$ cat src/rtl/instr_fetch_unit.sv
// Instruction fetch: req/ack program-memory read with watchdog, opcode/arg split.
// Define PAMPY_FETCH_PREFETCH_EN for the one-entry sequential prefetch buffer.
module instr_fetch_unit #(
  parameter int DATA_WIDTH        = 8,
  parameter int ADDR_WIDTH        = 12,
  parameter int INSTRUCTION_WIDTH = 16,
  parameter int TIMEOUT           = 255
) (
  input  logic                         clk,
  input  logic                         reset,
  input  logic [ADDR_WIDTH-1:0]        PC_IN,
  input  logic                         FETCH_REQ,
  output logic                         BUSY,
  output logic                         FETCH_VALID,
  output logic                         FETCH_ERR,
  output logic [DATA_WIDTH-1:0]        INSTR_OUT,
  output logic [DATA_WIDTH-1:0]        ARG_OUT,
  output logic [ADDR_WIDTH-1:0]        MEM_ADDR,
  output logic                         MEM_RD,
  input  logic                         MEM_ACK,
  input  logic [INSTRUCTION_WIDTH-1:0] MEM_DATA
);

  localparam int CW = (TIMEOUT < 2) ? 1 : $clog2(TIMEOUT);
  localparam logic [CW-1:0] WD_LAST = CW'(TIMEOUT - 1);

`ifdef PAMPY_FETCH_PREFETCH_EN
  typedef enum logic [1:0] {
    IDLE, READ, DONE, PF_READ
  } state_t;
`else
  typedef enum logic [1:0] {
    IDLE, READ, DONE
  } state_t;
`endif

  state_t                  state;
  logic [ADDR_WIDTH-1:0]   addr_q;
  logic                    mem_rd_q;
  logic                    valid_q;
  logic                    err_q;
  logic [DATA_WIDTH-1:0]   instr_q;
  logic [DATA_WIDTH-1:0]   arg_q;
  logic [CW-1:0]           wd_cnt;
  logic                    wd_expired;

`ifdef PAMPY_FETCH_PREFETCH_EN
  logic                         buf_valid;
  logic [ADDR_WIDTH-1:0]        buf_addr;
  logic [INSTRUCTION_WIDTH-1:0] buf_data;
  logic                         buf_hit;

  assign buf_hit = buf_valid && (PC_IN == buf_addr);
`endif

  assign wd_expired  = (wd_cnt == WD_LAST);
  assign BUSY        = (state != IDLE);
  assign FETCH_VALID = valid_q;
  assign FETCH_ERR   = err_q;
  assign INSTR_OUT   = instr_q;
  assign ARG_OUT     = arg_q;
  assign MEM_ADDR    = addr_q;
  assign MEM_RD      = mem_rd_q;

  always_ff @(posedge clk or posedge reset) begin
    if (reset) begin
      state     <= IDLE;
      addr_q    <= '0;
      mem_rd_q  <= 1'b0;
      valid_q   <= 1'b0;
      err_q     <= 1'b0;
      instr_q   <= '0;
      arg_q     <= '0;
      wd_cnt    <= '0;
`ifdef PAMPY_FETCH_PREFETCH_EN
      buf_valid <= 1'b0;
      buf_addr  <= '0;
      buf_data  <= '0;
`endif
    end else begin
      valid_q <= 1'b0;
      unique case (state)
        IDLE: begin
          if (FETCH_REQ) begin
`ifdef PAMPY_FETCH_PREFETCH_EN
            buf_valid <= 1'b0;
            if (buf_hit) begin
              state   <= DONE;
              addr_q  <= PC_IN;
              valid_q <= 1'b1;
              err_q   <= 1'b0;
              instr_q <= buf_data[INSTRUCTION_WIDTH-1 -: DATA_WIDTH];
              arg_q   <= buf_data[DATA_WIDTH-1:0];
            end else begin
              state    <= READ;
              addr_q   <= PC_IN;
              mem_rd_q <= 1'b1;
              wd_cnt   <= '0;
            end
`else
            state    <= READ;
            addr_q   <= PC_IN;
            mem_rd_q <= 1'b1;
            wd_cnt   <= '0;
`endif
          end
        end
        READ: begin
          if (MEM_ACK) begin
            state    <= DONE;
            mem_rd_q <= 1'b0;
            valid_q  <= 1'b1;
            err_q    <= 1'b0;
            instr_q  <= MEM_DATA[INSTRUCTION_WIDTH-1 -: DATA_WIDTH];
            arg_q    <= MEM_DATA[DATA_WIDTH-1:0];
          end else if (wd_expired) begin
            state    <= DONE;
            mem_rd_q <= 1'b0;
            valid_q  <= 1'b1;
            err_q    <= 1'b1;
            instr_q  <= '0;
            arg_q    <= '0;
          end else begin
            wd_cnt <= wd_cnt + 1'b1;
          end
        end
        DONE: begin
`ifdef PAMPY_FETCH_PREFETCH_EN
          // Speculate on the next sequential word unless the fetch failed
          if (!err_q) begin
            state     <= PF_READ;
            addr_q    <= addr_q + 1'b1;
            buf_addr  <= addr_q + 1'b1;
            buf_valid <= 1'b0;
            mem_rd_q  <= 1'b1;
            wd_cnt    <= '0;
          end else begin
            buf_valid <= 1'b0;
            state     <= IDLE;
          end
`else
          if (FETCH_REQ) begin
            state    <= READ;
            addr_q   <= PC_IN;
            mem_rd_q <= 1'b1;
            wd_cnt   <= '0;
          end else begin
            state <= IDLE;
          end
`endif
        end
`ifdef PAMPY_FETCH_PREFETCH_EN
        PF_READ: begin
          if (MEM_ACK) begin
            state     <= IDLE;
            mem_rd_q  <= 1'b0;
            buf_valid <= 1'b1;
            buf_data  <= MEM_DATA;
          end else if (wd_expired) begin
            state     <= IDLE;
            mem_rd_q  <= 1'b0;
            buf_valid <= 1'b0;
          end else begin
            wd_cnt <= wd_cnt + 1'b1;
          end
        end
`endif
        default: begin
          state    <= IDLE;
          mem_rd_q <= 1'b0;
        end
      endcase
    end
  end

endmodule

$ cat config.mk
export PLATFORM = sky130hd
export DESIGN_NAME = instr_fetch_unit
export DESIGN_NICKNAME = d
export VERILOG_FILES = /design/src/rtl/instr_fetch_unit.sv
export SDC_FILE = /design/constraint.sdc
export NUM_CORES = 1
export LEC_CHECK = 0
export CORE_MARGIN = 2
export CORE_UTILIZATION = 43
export CTS_CLUSTER_SIZE = 30
export DETAILED_ROUTE_END_ITERATION = 12
export GPL_TIMING_DRIVEN = 0
export PLACE_DENSITY = 0.78
export SETUP_SLACK_MARGIN = 0.3
export SYNTH_ARGS = -nofsm -noshare
export SYNTH_HDL_FRONTEND = slang
export SYNTH_SLANG_ARGS = --single-unit
export TNS_END_PERCENT = 1
$ cat constraint.sdc
create_clock -name clk -period 2 [get_ports clk]
set_clock_uncertainty 0.1 [all_clocks]
set_input_delay 0.2 -clock clk [delete_from_list [all_inputs] [get_ports clk]]
set_output_delay 0.2 -clock clk [all_outputs]
set_load 0.1 [all_outputs]
==> metrics.txt <==
result of the run finished, final reports clean; Global Route Usage Sum 19.1%; top_reg_cell synth dfrtp_1; area of the die 4500 um^2; library cells used by synthesis 34; timing-limited maximum frequency 555 MHz; reported leakage power 1.20 nW; wirelength, routed 3990 um; cells along the critical path dlygate4sd2_1; total count of max-transition violations in the final report 0; part of the power in combinational logic 54.5%; Maximum Capacitance Violations 0; Pwr Density 1450 nW/um^2; setup-violating endpoint count in the final report 0; drt pass-1 iters 4; clock input transition at the sequential cells of the worst setup and hold paths 0.08 ns; area growth from synthesis to final layout 49.4%; sequential cell area fraction in the yosys report 59.9%; mean instance size in the synthesized netlist 11.0 um^2; Top Family by Delay on Critical Path buffers and inverters; highest fanout seen on the critical path 2; clock root cell clkbuf_8; final sum of negative setup slack 0 ns; detail-routed via count per cell 5.18; unrepaired setup endpoints after global routing yes; global placer's final weighted congestion 0.778; share of cells above drive strength 1 15.2%; DRC violation count after routing 0; cell types occupying the most area after synthesis dfrtp_1, nand2_1, a22o_1, a2111oi_4, ha_1; width of the chip 67.1 um; antenna diode count 0; Skew-Pair Late Insertion Delay 0.29 ns; capturing element type of the critical path output pin; wire length of the first global-routing pass 6400 um; antenna-violating nets left 0; slew at the pin with the worst max-slew slack 0.979 ns; clock network fraction of total power 14.9%; library cell with the largest summed area after synthesis dfrtp_1; final-stage net count 265; Hold WS 0.282 ns; vias in the first global route 1433; Yosys warning count 0; Gate Count Post-Synth 156; part of the cycle the worst path needs 90.0%; maximum number of pins on one net before global-route repair 42; critical path start-end classification flop to output pin; number of DRC markers in iteration 0 40; Seq pwr share 30.6%; proportion of total power due to net switching 53.7%; share of flip-flops with an asynchronous set or reset after synthesis 100%; CTS tree done; Post-synth EDFFs 0; number of buffers inserted during clock tree synthesis 5; number of input and output port buffers inserted 63; I/O pin total 64; count of vias placed by the detailed router 1446; startpoint class of the critical path flop; worst slew slack as a fraction of its limit 35.0%; number of antenna violations at the first check in global routing 0; Core Area 3740 um^2; Critical Path AT 1.50 ns; highest-count cells in the layout ignoring fill and taps nand2_1, dfrtp_1, clkdlybuf4s50_1, clkdlybuf4s15_1, a22o_1; number of synthesized register bits 41; drt wl/cell 14.3 um; critical path's largest stage delay 0.85 ns; class of the tightest hold or removal check primary input to async pin; # clock sinks 41; Clock H-tree levels 2; number of buffer and inverter instances along the worst setup path 1; final number of hold-violating endpoints 0; area share of the largest cell type after synthesis 59.9%; worst setup slack for register-to-register paths 0.24 ns; endpoint required time on the critical path 1.70 ns; Net Count, Synth 190; standard-cell rows 22; maximum vdd drop 761 uV; effective utilization at floorplan 45.7%; commonest non-fill, non-tap cell in the layout nand2_1; netlist area before placement 1710 um^2; internal power of the cells 1.72 mW; min Tclk post-route 1.80 ns; HPWL after DPL 2840 um; switching power summed over all nets 1.99 mW; Max Buffers Root-to-Sink 2; DIE HEIGHT 67.1 um; total congestion overflow 0; crit path max-delay cell type dlygate4sd2_1
[power groups by stage]
stage | combinational, mW | clock, mW | sequential [mW]
floorplan | 0.307 | 0 | 2.40
global placement | 2.06 | 0 | 1.15
detailed placement | 2.07 | 0 | 1.16
CTS | 2.01 | 0.566 | 1.14
global route | 2.10 | 0.588 | 1.15
finish | 2.02 | 0.554 | 1.13
[worst reg2reg max path: cells and delay by family, from the launching register on]
| family | cells | cell delay, ns |
|---|---|---|
| AOI/OAI and AO/OA | 3 | 0.45 |
| DFF | 1 | 0.40 |
| and+or+nand+nor | 1 | 0.39 |
| buffers and inverters | 2 | 0.32 |
[cells in the mapped netlist (2+ instances only)]
| cell | count |
|---|---|
| nand2_1 | 42 |
| o21ai_0 | 4 |
| o31ai_1 | 2 |
| a21oi_1 | 3 |
| and2_1 | 2 |
| nand3_1 | 5 |
| o221ai_1 | 2 |
| buf_2 | 3 |
| dfrtp_1 | 41 |
| inv_1 | 6 |
| a22o_1 | 16 |
| ha_1 | 2 |
| nor2_1 | 5 |
| clkbuf_1 | 3 |
[metrics by stage]
stage | cells | util, % | power [mW] | setup slack (ns) | cell area, um^2
floorplan | 156 | - | 2.71 | 0.286 | 1730
CTS | 278 | 67.7 | 3.71 | 0.190 | 2540
detailed placement | 267 | 64.6 | 3.23 | -0.130 | 2420
global route | 279 | 68.3 | 3.84 | 0.161 | 2560
global placement | 267 | 64.6 | 3.20 | -0.103 | 2420
finish | 279 | 68.3 | 3.70 | 0.200 | 2560
[layout make-up]
cell class              count  area, um^2
clock buffers               6        82.6
flip-flops and latches     41        1030
clock inverters             1        7.51
fillers                   307        1190
well taps                  48        60.1
plain buffers               7        47.5
inverters                   6        22.5
repair buffers             68         656
multi-input cells         102         654
[state kept, by name (all words and copies together), names as in the netlist]
signal       flops
ARG_OUT          8
FETCH_ERR        1
FETCH_VALID      1
INSTR_OUT        8
MEM_ADDR        12
MEM_RD           1
state            2
wd_cnt           8
[layer usage]
metal	global-route usage (%)	vias up	part of all wire (%)
met5	0	-	0
met4	8.16	0	1.6
met3	5.57	7	5.6
met2	31.4	40	49
met1	23.2	700	44
li1	-	699	-
[what timing repair did]
action | CTS | global route
hold buffers | 0 | 0
gates resized for setup | 61 | 7
pin swaps | 1 | 0
buffers inserted | 4 | 1
setup endpoints to repair | 59 | 55
[cell families after synthesis]
family                     synth area share, %
and+or+nand+nor                           15.6
buffers and inverters                     3.51
adders and majority gates                 1.46
AOI/OAI and AO/OA                         18.9
DFF                                       59.9
xor gates and xnor gates                 0.512
[final timing paths]
path / startpoint / end / cells past startpoint
max: FETCH_ERR$_DFFE_PP0P_ / FETCH_ERR / 1
min in group clk: PC_IN[9] / MEM_ADDR[9]$_DFFE_PP0P_ / 3
min reg2reg: MEM_ADDR[1]$_DFFE_PP0P_ / MEM_ADDR[1]$_DFFE_PP0P_ / 2
max reg2reg: state[1]$_DFFE_PP0P_ / wd_cnt[4]$_DFFE_PP0P_ / 6
min: reset / ARG_OUT[6]$_DFFE_PP0P_ / 2
max in group asynchronous: reset / state[0]$_DFFE_PP0P_ / 2
(Power assumes the default switching activity.)
